## config.mk

```make
export PLATFORM = sky130hd
export DESIGN_NAME = phase_accum_nco
export DESIGN_NICKNAME = d
export VERILOG_FILES = /design/src/rtl/phase_accum_nco.sv
export SDC_FILE = /design/constraint.sdc
export NUM_CORES = 1
export LEC_CHECK = 0
export CAP_MARGIN = 20
export CORE_MARGIN = 2
export CORE_UTILIZATION = 45
export DETAILED_ROUTE_END_ITERATION = 6
export PLACE_DENSITY = 0.71
export SYNTH_ARGS = -nofsm -noshare
export SYNTH_HDL_FRONTEND = slang
export SYNTH_SLANG_ARGS = --single-unit
```

## constraint.sdc

```tcl
create_clock -name fpga_clk_i -period 2.8 [get_ports fpga_clk_i]
set_input_delay 0.42 -clock fpga_clk_i [delete_from_list [all_inputs] [get_ports fpga_clk_i]]
set_output_delay 0.42 -clock fpga_clk_i [all_outputs]
set_load 0.05 [all_outputs]
```

## src/rtl/phase_accum_nco.sv

```systemverilog
// phase_accum_nco
// Multi-channel phase-accumulator oscillator for the ADPLL DCO stage.
// Each channel adds its active control code to an ACC_WIDTH-bit accumulator
// every enabled cycle, giving f_out = k * f_clk / 2^ACC_WIDTH. The MSB of the
// accumulator is the oscillator clock, a carry out is a one-cycle wrap pulse.
//
// Code-write handshake: a write is accepted on a rising edge of fpga_clk_i
// when k_valid_i and k_ready_o are both high. k_ready_o is a combinational
// function of k_chan_i and the selected channel's pending flag only (it does
// not depend on k_valid_i). A channel holding a deferred code deasserts ready
// until that code commits at its next wrap. Writes to a channel index at or
// above CHANNELS see ready high and are silently dropped.
module phase_accum_nco #(
    parameter int                 ACC_WIDTH = 16,
    parameter int                 K_WIDTH   = 16,
    parameter int                 CHANNELS  = 2,
    parameter logic [K_WIDTH-1:0] K_RESET   = '0,
    localparam int                CW        = (CHANNELS > 1) ? $clog2(CHANNELS) : 1
) (
    input  logic                          fpga_clk_i,
    input  logic                          reset_n_i,
    input  logic [CHANNELS-1:0]           enable_i,
    input  logic [CHANNELS-1:0]           phase_clr_i,
    input  logic [K_WIDTH-1:0]            k_val_i,
    input  logic [CW-1:0]                 k_chan_i,
    input  logic                          k_mode_i,
    input  logic                          k_valid_i,
    output logic                          k_ready_o,
    output logic [CHANNELS-1:0]           clk_o,
    output logic [CHANNELS-1:0]           wrap_o,
    output logic [CHANNELS*ACC_WIDTH-1:0] phase_o
);

    // Zero-extension width for the control code inside the ACC_WIDTH+1 adder.
    localparam int K_PAD = ACC_WIDTH + 1 - K_WIDTH;

    // Pending flag per channel, gathered so the ready mux can see all of them.
    logic [CHANNELS-1:0] pend;
    // One-hot accepted-write strobe per channel.
    logic [CHANNELS-1:0] wr_sel;

    // Ready: inverse of the addressed channel's pending flag; out-of-range is always ready.
    always_comb begin
        k_ready_o = 1'b1;
        for (int c = 0; c < CHANNELS; c++) begin
            if (int'(k_chan_i) == c) begin
                k_ready_o = ~pend[c];
            end
        end
    end

    // Decode an accepted write to its target channel (nothing selected when out of range).
    always_comb begin
        wr_sel = '0;
        for (int c = 0; c < CHANNELS; c++) begin
            wr_sel[c] = k_valid_i && (int'(k_chan_i) == c) && !pend[c];
        end
    end

    for (genvar c = 0; c < CHANNELS; c++) begin : g_chan
        logic [ACC_WIDTH-1:0] acc;
        logic                 wrap_q;
        logic [K_WIDTH-1:0]   k_act;
        logic [K_WIDTH-1:0]   k_pend;
        logic                 pend_q;
        logic [ACC_WIDTH:0]   sum;
        logic                 carry;
        logic                 step;
        logic                 commit;

        // Widened add so the carry out of the accumulator is the wrap event.
        always_comb begin
            sum   = {1'b0, acc} + {{K_PAD{1'b0}}, k_act};
            carry = sum[ACC_WIDTH];
        end

        // A channel advances only when enabled and not being cleared; a deferred
        // code commits on the same edge that overflows, so the wrapping add itself
        // still uses the old code.
        always_comb begin
            step   = enable_i[c] && !phase_clr_i[c];
            commit = step && carry && pend_q;
        end

        // Accumulator and registered wrap pulse: clear beats step beats hold.
        always_ff @(posedge fpga_clk_i or negedge reset_n_i) begin
            if (!reset_n_i) begin
                acc    <= '0;
                wrap_q <= 1'b0;
            end else if (phase_clr_i[c]) begin
                acc    <= '0;
                wrap_q <= 1'b0;
            end else if (enable_i[c]) begin
                acc    <= sum[ACC_WIDTH-1:0];
                wrap_q <= carry;
            end else begin
                wrap_q <= 1'b0;
            end
        end

        // Control code registers: wrap commit of a deferred code, or an accepted write.
        // A write is only accepted while pend_q is low and a commit needs pend_q high,
        // so the two branches can never be live on the same edge.
        always_ff @(posedge fpga_clk_i or negedge reset_n_i) begin
            if (!reset_n_i) begin
                k_act  <= K_RESET;
                k_pend <= '0;
                pend_q <= 1'b0;
            end else if (commit) begin
                k_act  <= k_pend;
                pend_q <= 1'b0;
            end else if (wr_sel[c]) begin
                if (k_mode_i) begin
                    k_act <= k_val_i;
                end else begin
                    k_pend <= k_val_i;
                    pend_q <= 1'b1;
                end
            end
        end

        assign pend[c]                            = pend_q;
        assign clk_o[c]                           = acc[ACC_WIDTH-1];
        assign wrap_o[c]                          = wrap_q;
        assign phase_o[c*ACC_WIDTH +: ACC_WIDTH]  = acc;
    end

endmodule

```

# ---- Word level (Yosys, flattened, before mapping)
# Cells that the tools add are included.
dict set report word_totals {
  reg_bits 100
  latch_bits 0
  ramBits 0
  mem_bits_ro 0
  input_bits 25
  out_inout_bits 37
  elab_cells 65
  n_memories 0
}
dict set report op_classes {
  add_sub_neg 2
  n_mul 0
  div_mod_pow 0
  magnitude_cmp 0
  eq_ne 2
  shifts 0
  n_mux 19
  n_bitwise 6
  n_reduce_logical 26
}
# op n
set ops {}
lappend ops {{16-bit 2-to-1 mux} 9}
lappend ops {{16-bit by 16-bit adder with 17-bit output} 2}
lappend ops {{2-bit nonzero test} 6}
lappend ops {{1-bit logical AND} 10}
lappend ops {{1-bit 2-to-1 mux} 10}
lappend ops {{2-bit AND reduction} 4}
lappend ops {{1-bit NOT} 6}
lappend ops {{3-bit AND reduction} 2}
lappend ops {{1-bit zero test} 4}
lappend ops {{2-bit by 1-bit inequality test with 1-bit output, second input constant} 2}

# ---- Depth between registers and ports, before layout
# Gate-level depths: netlist (run 1).
dict set report logic_depth {
  ltp_word 6
  depth_mapped 10
  depth_no_buf 9
}

# ---- Least setup slack after synthesis (run 1)
# OpenSTA, ideal clock, no wires.
dict set report synth_timing {
  kind {flip-flop to flip-flop}
  from {register g_chan[0].acc[0]}
  to {register g_chan[0].k_act[10]}
  setup_ns 0.125
  arrival_ns 2.881
  required_ns 2.675
  path_slack_ns -0.206
  path_stages_with_launch 11
  path_buffers 1
  synth_period_minus_slack_ns 3.006
  path_cell_list {dfrtp_1 > ha_1 > fa_1 > a21o_1 > a21oi_2 > o211ai_2 > a41o_1 > nor2b_4 > o211ai_4 > buf_12 > mux2_4}
}
dict set report synth_via {
  elab_chain_len 5
  word_cells_on_any_way 7
  classes_between {1 x add/sub; 1 x mux; 5 x reduce/logical}
}
# element line
set synth_rtl {}
lappend synth_rtl {{start: declaration} 61} ;# logic [ACC_WIDTH-1:0] acc;
lappend synth_rtl {{start signal: assignment} 94} ;# acc <= sum[ACC_WIDTH-1:0];
lappend synth_rtl {{16-bit by 16-bit adder with 17-bit output (*)} 73} ;# sum = {1'b0, acc} + {{K_PAD{1'b0}}, k_act};
lappend synth_rtl {{1-bit logical AND (*) (2 in a row)} 82} ;# commit = step && carry && pend_q;
lappend synth_rtl {{2-bit nonzero test (no source line)} -}
lappend synth_rtl {{2-bit AND reduction (no source line)} -}
lappend synth_rtl {{end signal: assignment} 110} ;# k_act <= k_pend;
lappend synth_rtl {{end signal: assignment} 114} ;# k_act <= k_val_i;
lappend synth_rtl {{end: declaration} 63} ;# logic [K_WIDTH-1:0] k_act;
# Mark *: on every way between the ends. The rest lies on a longest branch, timed or not.
# A chain may end at the register's enable or synchronous reset.

# ---- Worst setup path in the final report (run 1)
dict set report layout_timing {
  from {register g_chan[0].k_act[0]}
  to {register g_chan[0].k_act[7]}
}
dict set report layout_via {
  elab_chain_len 5
  word_cells_on_any_way 7
  classes_between {1 x add/sub; 1 x mux; 5 x reduce/logical}
}
# element line
set layout_rtl {}
lappend layout_rtl {{16-bit by 16-bit adder with 17-bit output (*)} 73}
lappend layout_rtl {{1-bit logical AND (*) (2 in a row)} 82}
lappend layout_rtl {{2-bit nonzero test (no source line)} -}
lappend layout_rtl {{2-bit AND reduction (no source line)} -}
# Marks and branches as above.

==> results of run 1 <==
worst max-delay path, cell delays in order, from the launching register on:
cell	delay, ns
dfrtp_1	0.42
ha_4	0.18
fa_2	0.34
a21o_1	0.18
a21oi_2	0.18
o211ai_2	0.13
a41o_1	0.28
nor2b_4	0.15
o211ai_4	0.25
clkbuf_16	0.22
mux2_4	0.30
power breakdown:
group	switching, mW	internal, mW
Combinational	1.20	0.913
Clock	0.582	0.638
Sequential	0.252	1.78
cell usage after synthesis, types with 2 or more instances:
library cell,number
o21ai_1,3
nor2_1,38
buf_1,2
nand2_1,32
mux2i_1,32
a21oi_2,2
ha_1,32
o21a_1,5
dfrtp_1,100
mux2_4,10
mux2_2,54
a21o_1,13
nand3_1,2
inv_1,8
buf_2,3
o211ai_1,2
a21boi_0,2
o21bai_1,7
clkbuf_1,12
a21oi_1,22
o21ai_0,29
a22o_1,6
xnor2_1,17
nor3_1,6
a211oi_1,10
nand2b_1,3
xor2_1,6
a31oi_1,4
buf_4,4
fa_1,2
through the flow:
step | TNS [ns] | area, um2 | utilization (%) | worst slack, ns | instances
2_1_floorplan | 0 | 5640 | - | 0.00142 | 498
3_3_place_gp | -0.461 | 6490 | 53.6 | -0.0433 | 720
3_5_place_dp | -1.95 | 6490 | 53.6 | -0.161 | 720
4_1_cts | 0 | 6780 | 56.0 | 0.0485 | 736
5_1_grt | -0.124 | 6880 | 56.8 | -0.0230 | 741
6_report | 0 | 6880 | 56.8 | 0.0681 | 741
logic make-up after synthesis:
kind of cell	Yosys count	share of synthesized area, %
fa+ha+maj	34	7.83
xor+xnor	23	3.58
simple gates	94	7.72
flops	100	44.5
buf+inv	33	3.00
compound gates	118	14.2
mux	96	19.2
registers in the layout, indices dropped and copies added, names as in the netlist:
register,count
g_chan.pend_q,2
g_chan.acc,32
g_chan.k_pend,32
g_chan.wrap_q,2
g_chan.k_act,32
worst min-delay path by stage:
stage / from / end / slack [ns] / depth (start not counted)
2_1_floorplan: reset_n_i / g_chan[0].acc[0]$_DFFE_PN0P_ / 0.12 / 0
3_3_place_gp: reset_n_i / g_chan[1].acc[0]$_DFFE_PN0P_ / 0.39 / 1
3_5_place_dp: reset_n_i / g_chan[1].acc[0]$_DFFE_PN0P_ / 0.40 / 1
4_1_cts: reset_n_i / g_chan[1].acc[0]$_DFFE_PN0P_ / 0.03 / 1
5_1_grt: reset_n_i / g_chan[1].k_act[0]$_DFFE_PN0P_ / 0.05 / 1
6_report: reset_n_i / g_chan[1].k_act[0]$_DFFE_PN0P_ / 0.005 / 1
area by class of cell:
class	count	area share [%]
clock inverters	6	0.655
flip-flops and latches	100	36.4
inverters	8	0.437
well taps	168	3.06
repair buffers	83	11.8
multi-input cells	366	44.2
clock buffers	10	3.47
timing repair:
action | 4_1_cts | 5_1_grt
endpoints found under the setup margin | 16 | 23
pin swaps | 0 | 6
buffers inserted | 0 | 3
endpoints found under the hold margin | 0 | 0
hold buffers | 0 | 0
resized for setup | 1 | 9
gates cloned | 0 | 2
routing by layer:
metal,GRT usage [%],wire length [um]
met5,0,0
met3,3.35,269
met4,6.03,219
met1,26.4,5830
met2,31.4,5960
==> out/metrics.cfg, run 1 <==
[drt]
vias = 4035
via_per_inst = 5.45
drtIter0Drc = 187
routed_wl_um = 12300
drtAntennaViolNets = 0
first_pass_iters = 4
wl_per_cell_um = 16.6
drc = 0

[grt]
grt_overflow = 0
antenna_found_initial = 0
grt_pass1_wl_um = 20200
grt_pass1_vias = 4053
grt_use_total_pct = 19.3
grt_max_degree = 49

[synth]
mappedNetlistNets = 557
ys_seq_area_share_pct = 44.5
synth_warnings = 0
ys_ff_latch = 100
synthTopCellsByArea = dfrtp_1, mux2_2, ha_1
synth_top_area_share_pct = 44.5
syn_inst = 498
async_flop_share_pct = 100
post-synth-top-area-cell = dfrtp_1
synthesis.area_um2 = 5630
synth_flop_cell = dfrtp_1
synth_edf_count = 0
ys_types = 60
syn_avg_cell_area_um2 = 11.3

[run]
maxCapViolCount = 0

[sta]
holdWs_ns = 0.00481
worstMarginPinSlew_ns = 0.618
hold_violations = 0
slew_viol_final = 0
max_clock_freq_mhz = 366
fin_skew_ns = 0.00704
rsz0062_at_grt = yes
fin_crit_ns = 2.73
final-setup-viol-count = 0
period_share_pct = 97.6
slew_headroom_pct = 58.8

[place]
io_buffer_count = 61
gp_congestion = 0.924
hpwl_um = 8840

[critical_path]
regToRegStartpoint = g_chan[0].k_act[0]$_DFFE_PN0P_
reg2reg_depth = 10
endpoint_kind = flop
arrival_ns = 2.97
r2r_slack_ns = 0.07
crit_path_start_kind = flop
cp.required_ns = 3.04
crit_type = reg2reg
startpoint = g_chan[0].k_act[0]$_DFFE_PN0P_
r2r-end = g_chan[0].k_act[7]$_DFFE_PN0P_
endpoint = g_chan[0].k_act[7]$_DFFE_PN0P_
crit_fanout = 8

[clocking]
cts_root_buffer = clkbuf_16
ctsLongestPathBuffers = 2
ctsHtreeMaxLevel = 3
cts_tree = yes
cts_sinks = 100
cts_inserted_buffers = 9
clkTransAtPathRegs_ns = 0.07
clkLatencyLatePin_ns = 0.35

[worst_hold_path]
hp-class = in2async

[floorplan]
fp-row-count = 40
start_util_pct = 46.5
die_area_um2 = 13400
ios = 62
core_um2 = 12100
fp.dieW_um = 116
die_y_um = 116

[finish]
multi_input_area_um2 = 3040
layout_common_cells = dfrtp_1, clkdlybuf4s50_1, mux2_2, nor2_1
nets = 627
regArea_um2 = 2500
final_common_cell = dfrtp_1
fillers = 1087
syn2layout_area_growth_pct = 22.2
antennaDiodeCount = 0
drive_gt1_share_pct = 21.3

[power_and_ir_drop]
vdd_drop_max_uv = 406
p_leak_nw = 3.33
power.density_nw_per_um2 = 780
power_mw = 5.37

[outcome]
status = completed

(Power assumes the default switching activity.)
==> run 2: changes to the inputs <==
==> constraint.sdc (replaced) <==
create_clock -name fpga_clk_i -period 2.8 [get_ports fpga_clk_i]
set_input_delay 0.7 -clock fpga_clk_i [delete_from_list [all_inputs] [get_ports fpga_clk_i]]
set_output_delay 0.7 -clock fpga_clk_i [all_outputs]
set_load 0.05 [all_outputs]
==> out/metrics.cfg, run 2 (synthesis gave the netlist of run 1 again) <==
[drt]
drc = 0
wl_per_cell_um = 16.9
drtIter0Drc = 160
via_per_inst = 5.43
first_pass_iters = 4
routed_wl_um = 12500
drtAntennaViolNets = 0
vias = 4029

[grt]
grt_pass1_vias = 4094
grt_pass1_wl_um = 20200
grt_use_total_pct = 19.2
grt_overflow = 0
grt_max_degree = 58
antenna_found_initial = 0

[sta]
worstMarginPinSlew_ns = 0.610
fin_skew_ns = 0.00725
final-setup-viol-count = 0
rsz0062_at_grt = yes
max_clock_freq_mhz = 361
slew_viol_final = 0
worst_slack_ns = 0.0319
period_share_pct = 98.9
hold_violations = 0
slew_headroom_pct = 59.3
fin_crit_ns = 2.77

[finish]
fillers = 1019
syn2layout_area_growth_pct = 23.3
drive_gt1_share_pct = 21.3
final_common_cell = dfrtp_1
nets = 629
layout_common_cells = dfrtp_1, clkdlybuf4s50_1, mux2_2, nor2_1
antennaDiodeCount = 0
reg.largest.list = g_chan.acc x32, g_chan.k_act x32, g_chan.k_pend x32

[outcome]
status = completed

[place]
io_buffer_count = 61
gp_congestion = 0.866
hpwl_um = 8740
place_ws_ns = -0.202

[critical_path]
regToRegStartpoint = g_chan[0].acc[0]$_DFFE_PN0P_
arrival_ns = 2.99
crit_type = reg2reg
crit_fanout = 8
crit_path_start_kind = flop
r2r_slack_ns = 0.03
reg2reg_depth = 10
endpoint_kind = flop
r2r-end = g_chan[0].k_act[7]$_DFFE_PN0P_
cp.required_ns = 3.02

[power_and_ir_drop]
power.density_nw_per_um2 = 788
p_leak_nw = 3.34
power_mw = 5.46
vdd_drop_max_uv = 425

[floorplan]
start_util_pct = 46.5
die_y_um = 116
fp-row-count = 40
die_area_um2 = 13400
ios = 62
core_um2 = 12100
fp.dieW_um = 116

[clocking]
cts_root_buffer = clkbuf_16
hold_buffers = 0
clkTransAtPathRegs_ns = 0.07
clkLatencyLatePin_ns = 0.34
cts_inserted_buffers = 9
ctsHtreeMaxLevel = 3
ctsLongestPathBuffers = 2
cts_sinks = 100
cts_tree = yes

[run]
maxCapViolCount = 0

[worst_hold_path]
hp-class = in2async

[run 2: cell count changes in the layout (fill, tap and decap cells not counted), sizes merged]
cell / previous run / this run
buf: 23 / 25
inv: 12 / 9
clkinvlp: 0 / 1
clkinv: 2 / 0
bufinv: 0 / 1
clkbuf: 11 / 13
[run 2: layout make-up]
| class | instances | area, um2 | share of cell area (%) |
|---|---|---|---|
| Inverter | 8 | 30.0 | 0.433 |
| Clock inverter | 3 | 46.3 | 0.667 |
| Timing Repair Buffer | 85 | 853 | 12.3 |
| Clock buffer | 12 | 256 | 3.70 |
| Sequential cell | 100 | 2500 | 36.1 |
| Tap cell | 168 | 210 | 3.03 |
| Multi-Input combinational cell | 366 | 3040 | 43.8 |
[run 2: how the worst max path moves through the flow]
stage                                       startpoint                               to  slack [ns]  cells past startpoint
after global placement    g_chan[1].acc[0]$_DFFE_PN0P_   g_chan[1].k_act[0]$_DFFE_PN0P_       -0.04                      8
final                     g_chan[0].acc[0]$_DFFE_PN0P_   g_chan[0].k_act[7]$_DFFE_PN0P_        0.03                     10
after CTS                 g_chan[0].acc[0]$_DFFE_PN0P_   g_chan[0].k_act[3]$_DFFE_PN0P_       0.003                     10
after detailed placement  g_chan[1].acc[0]$_DFFE_PN0P_   g_chan[1].k_act[0]$_DFFE_PN0P_       -0.20                      8
after global routing      g_chan[0].acc[0]$_DFFE_PN0P_  g_chan[0].k_act[10]$_DFFE_PN0P_       -0.07                     10
after floorplan           g_chan[0].acc[0]$_DFFE_PN0P_  g_chan[0].k_act[10]$_DFFE_PN0P_       0.001                     10
[run 2: metal layers]
| metal | vias up | track usage, % | part of all wire (%) |
|---|---|---|---|
| li1 | 1956 | - | - |
| met1 | 1988 | 26.3 | 46 |
| met2 | 70 | 31.5 | 49 |
| met3 | 15 | 2.30 | 3.2 |
| met4 | 0 | 7.46 | 1.7 |
| met5 | - | 0 | 0 |
[run 2: worst max-delay path, stage by stage, from the launching register on]
cell       delay, ns
dfrtp_2         0.43
ha_4            0.17
fa_2            0.36
a21o_1          0.18
a21oi_2         0.20
o211ai_2        0.13
a41o_1          0.29
nor2b_4         0.15
o211ai_4        0.22
clkbuf_16       0.21
mux2_4          0.30
[run 2: power by group]
group          internal, mW  switching (mW)  leakage (nW)
registers              1.78           0.254          1.31
clock network         0.741           0.540         0.145
logic                 0.932            1.21          1.89
[run 2: stage by stage]
| step | TNS, ns | instances | hold WS (ns) | instance area [um2] | utilization (%) |
|---|---|---|---|---|---|
| CTS | 0 | 735 | 0.383 | 6830 | 56.4 |
| finish | 0 | 742 | 0.367 | 6940 | 57.3 |
| floorplan | 0 | 498 | 0.404 | 5640 | - |
| global placement | -0.487 | 720 | 0.456 | 6520 | 53.8 |
| detailed placement | -2.13 | 720 | 0.471 | 6520 | 53.8 |
| global route | -0.851 | 742 | 0.410 | 6940 | 57.3 |
[run 2: timing repair]
item	in CTS	in global routing
cloned	0	2
setup endpoints to repair	16	33
setup buffers	0	5
resized for setup	1	9
pin swaps	0	4
==> run 3: changes to the inputs <==
--- a/config.mk
+++ b/config.mk
@@ -9,6 +9,7 @@
 export CORE_MARGIN = 2
 export CORE_UTILIZATION = 45
 export DETAILED_ROUTE_END_ITERATION = 6
+export MAX_ROUTING_LAYER = met4
 export PLACE_DENSITY = 0.71
 export SYNTH_ARGS = -nofsm -noshare
 export SYNTH_HDL_FRONTEND = slang
==> out/metrics.cfg, run 3 (synthesis gave the netlist of run 1 again) <==
[place]
hpwl_um = 8810
place_ws_ns = -0.239
io_buffer_count = 61
gp_congestion = 0.850
dp.cells = 721

[floorplan]
fp-row-count = 40
core_um2 = 12100
start_util_pct = 46.5
fp.dieW_um = 116
die_y_um = 116
die_area_um2 = 13400
ios = 62

[grt]
met2_usage_pct = 30.8
grt_overflow = 0
grtUsageMet3_pct = 2.09
grt_pass1_vias = 4049
grt-busiest-layer = met2
grt_max_degree = 58
antenna_found_initial = 0
grt_use_total_pct = 19.5
grtUsageMet1_pct = 26.3
grt_pass1_wl_um = 19900

[drt]
drc = 0
via_per_inst = 5.48
first_pass_iters = 4
vias = 4064
routed_wl_um = 12300
drtAntennaViolNets = 0
wl_per_cell_um = 16.6
drtIter0Drc = 193

[finish]
syn2layout_area_growth_pct = 23.2
fillers = 1063
nets = 628
reg.largest.list = g_chan.acc x32, g_chan.k_act x32, g_chan.k_pend x32
drive_gt1_share_pct = 21.5
fin_util_pct = 57.3
final_common_cell = dfrtp_1
final_cells = 741
antennaDiodeCount = 0
layout_common_cells = dfrtp_1, clkdlybuf4s50_1, mux2_2, nor2_1

[clocking]
clkLatencyLatePin_ns = 0.34
clkTransAtPathRegs_ns = 0.07
cts_root_buffer = clkbuf_16
cts_tree = yes
ctsLongestPathBuffers = 2
hold_buffers = 0
cts_sinks = 100
ctsHtreeMaxLevel = 3
cts_inserted_buffers = 9

[worst_hold_path]
hp-class = in2async

[sta]
final-setup-viol-count = 0
fin_crit_ns = 2.74
rsz0062_at_grt = yes
worst_slack_ns = 0.0634
fin_skew_ns = 0.00342
period_share_pct = 97.7
hold_violations = 0
worstMarginPinSlew_ns = 0.610
slew_headroom_pct = 59.3
max_clock_freq_mhz = 365
slew_viol_final = 0

[power_and_ir_drop]
power.density_nw_per_um2 = 797
p_sw_mw = 2.00
seqPwrFrac_pct = 36.8
clkPwrFrac_pct = 24.3
swShare_pct = 36.1
p_leak_nw = 3.34
p_int_mw = 3.53
combPwrFrac_pct = 38.9
vdd_drop_max_uv = 372
power_mw = 5.53

[critical_path]
endpoint_kind = flop
crit_path_start_kind = flop
crit_type = reg2reg
r2r_slack_ns = 0.06
crit_fanout = 8
arrival_ns = 2.96
cp.required_ns = 3.03

[run]
maxCapViolCount = 0

[outcome]
status = completed

-- run 3: power groups by stage --
stage                     Sequential, mW  Clock [mW]  Combinational, mW
after floorplan                     2.30           0               1.22
after global placement              2.05           0               2.07
after detailed placement            2.07           0               2.11
after CTS                           2.04        1.36               2.13
after global routing                2.08        1.42               2.35
final                               2.04        1.34               2.15
-- run 3: repair_timing --
item | CTS | global route
cloned | 0 | 2
endpoints found under the hold margin | 0 | 0
pin swaps | 0 | 3
buffers inserted | 0 | 3
resized for setup | 1 | 5
endpoints found under the setup margin | 18 | 34
-- run 3: final cells by class --
class	instances	area [um2]	share of cell area (%)
multi-input combinational	366	3030	43.7
sequential	100	2500	36.1
timing repair buffer	84	846	12.2
clock buffer	11	243	3.50
tap	168	210	3.03
clock inverter	4	73.8	1.06
inverter	8	30.0	0.433
-- run 3: path summary, 6_finish.rpt --
kind / startpoint / endpoint / depth (start not counted)
max: g_chan[0].acc[0]$_DFFE_PN0P_ / g_chan[0].k_act[11]$_DFFE_PN0P_ / 10
min: reset_n_i / g_chan[1].acc[1]$_DFFE_PN0P_ / 1
max reg2reg: g_chan[0].acc[0]$_DFFE_PN0P_ / g_chan[0].k_act[11]$_DFFE_PN0P_ / 10
min reg2reg: g_chan[1].k_pend[9]$_DFFE_PN0P_ / g_chan[1].k_act[9]$_DFFE_PN0P_ / 2
max in group asynchronous: reset_n_i / g_chan[0].k_act[14]$_DFFE_PN0P_ / 2
min in group fpga_clk_i: g_chan[1].k_pend[9]$_DFFE_PN0P_ / g_chan[1].k_act[9]$_DFFE_PN0P_ / 2
-- run 3: metrics by stage --
stage               cell area, um2  hold WS [ns]   TNS, ns
finish                        6930         0.365         0
global route                  6930         0.418         0
CTS                           6850         0.389  -0.00170
detailed placement            6530         0.463     -3.13
global placement              6530         0.453     -1.52
floorplan                     5640         0.404         0
-- run 3: critical path, cell delays in order, from the launching register on --
cell	delay, ns
dfrtp_2	0.43
ha_4	0.18
fa_2	0.36
a21o_1	0.19
a21oi_2	0.17
o211ai_2	0.13
a41o_1	0.26
nor2b_4	0.15
o211ai_4	0.23
clkbuf_16	0.22
mux2_4	0.30
-- run 3: metal layers --
layer,share of wire (%),vias up
met5,0,-
met4,2.0,0
met3,2.5,16
met2,48,67
met1,48,2037
li1,-,1944
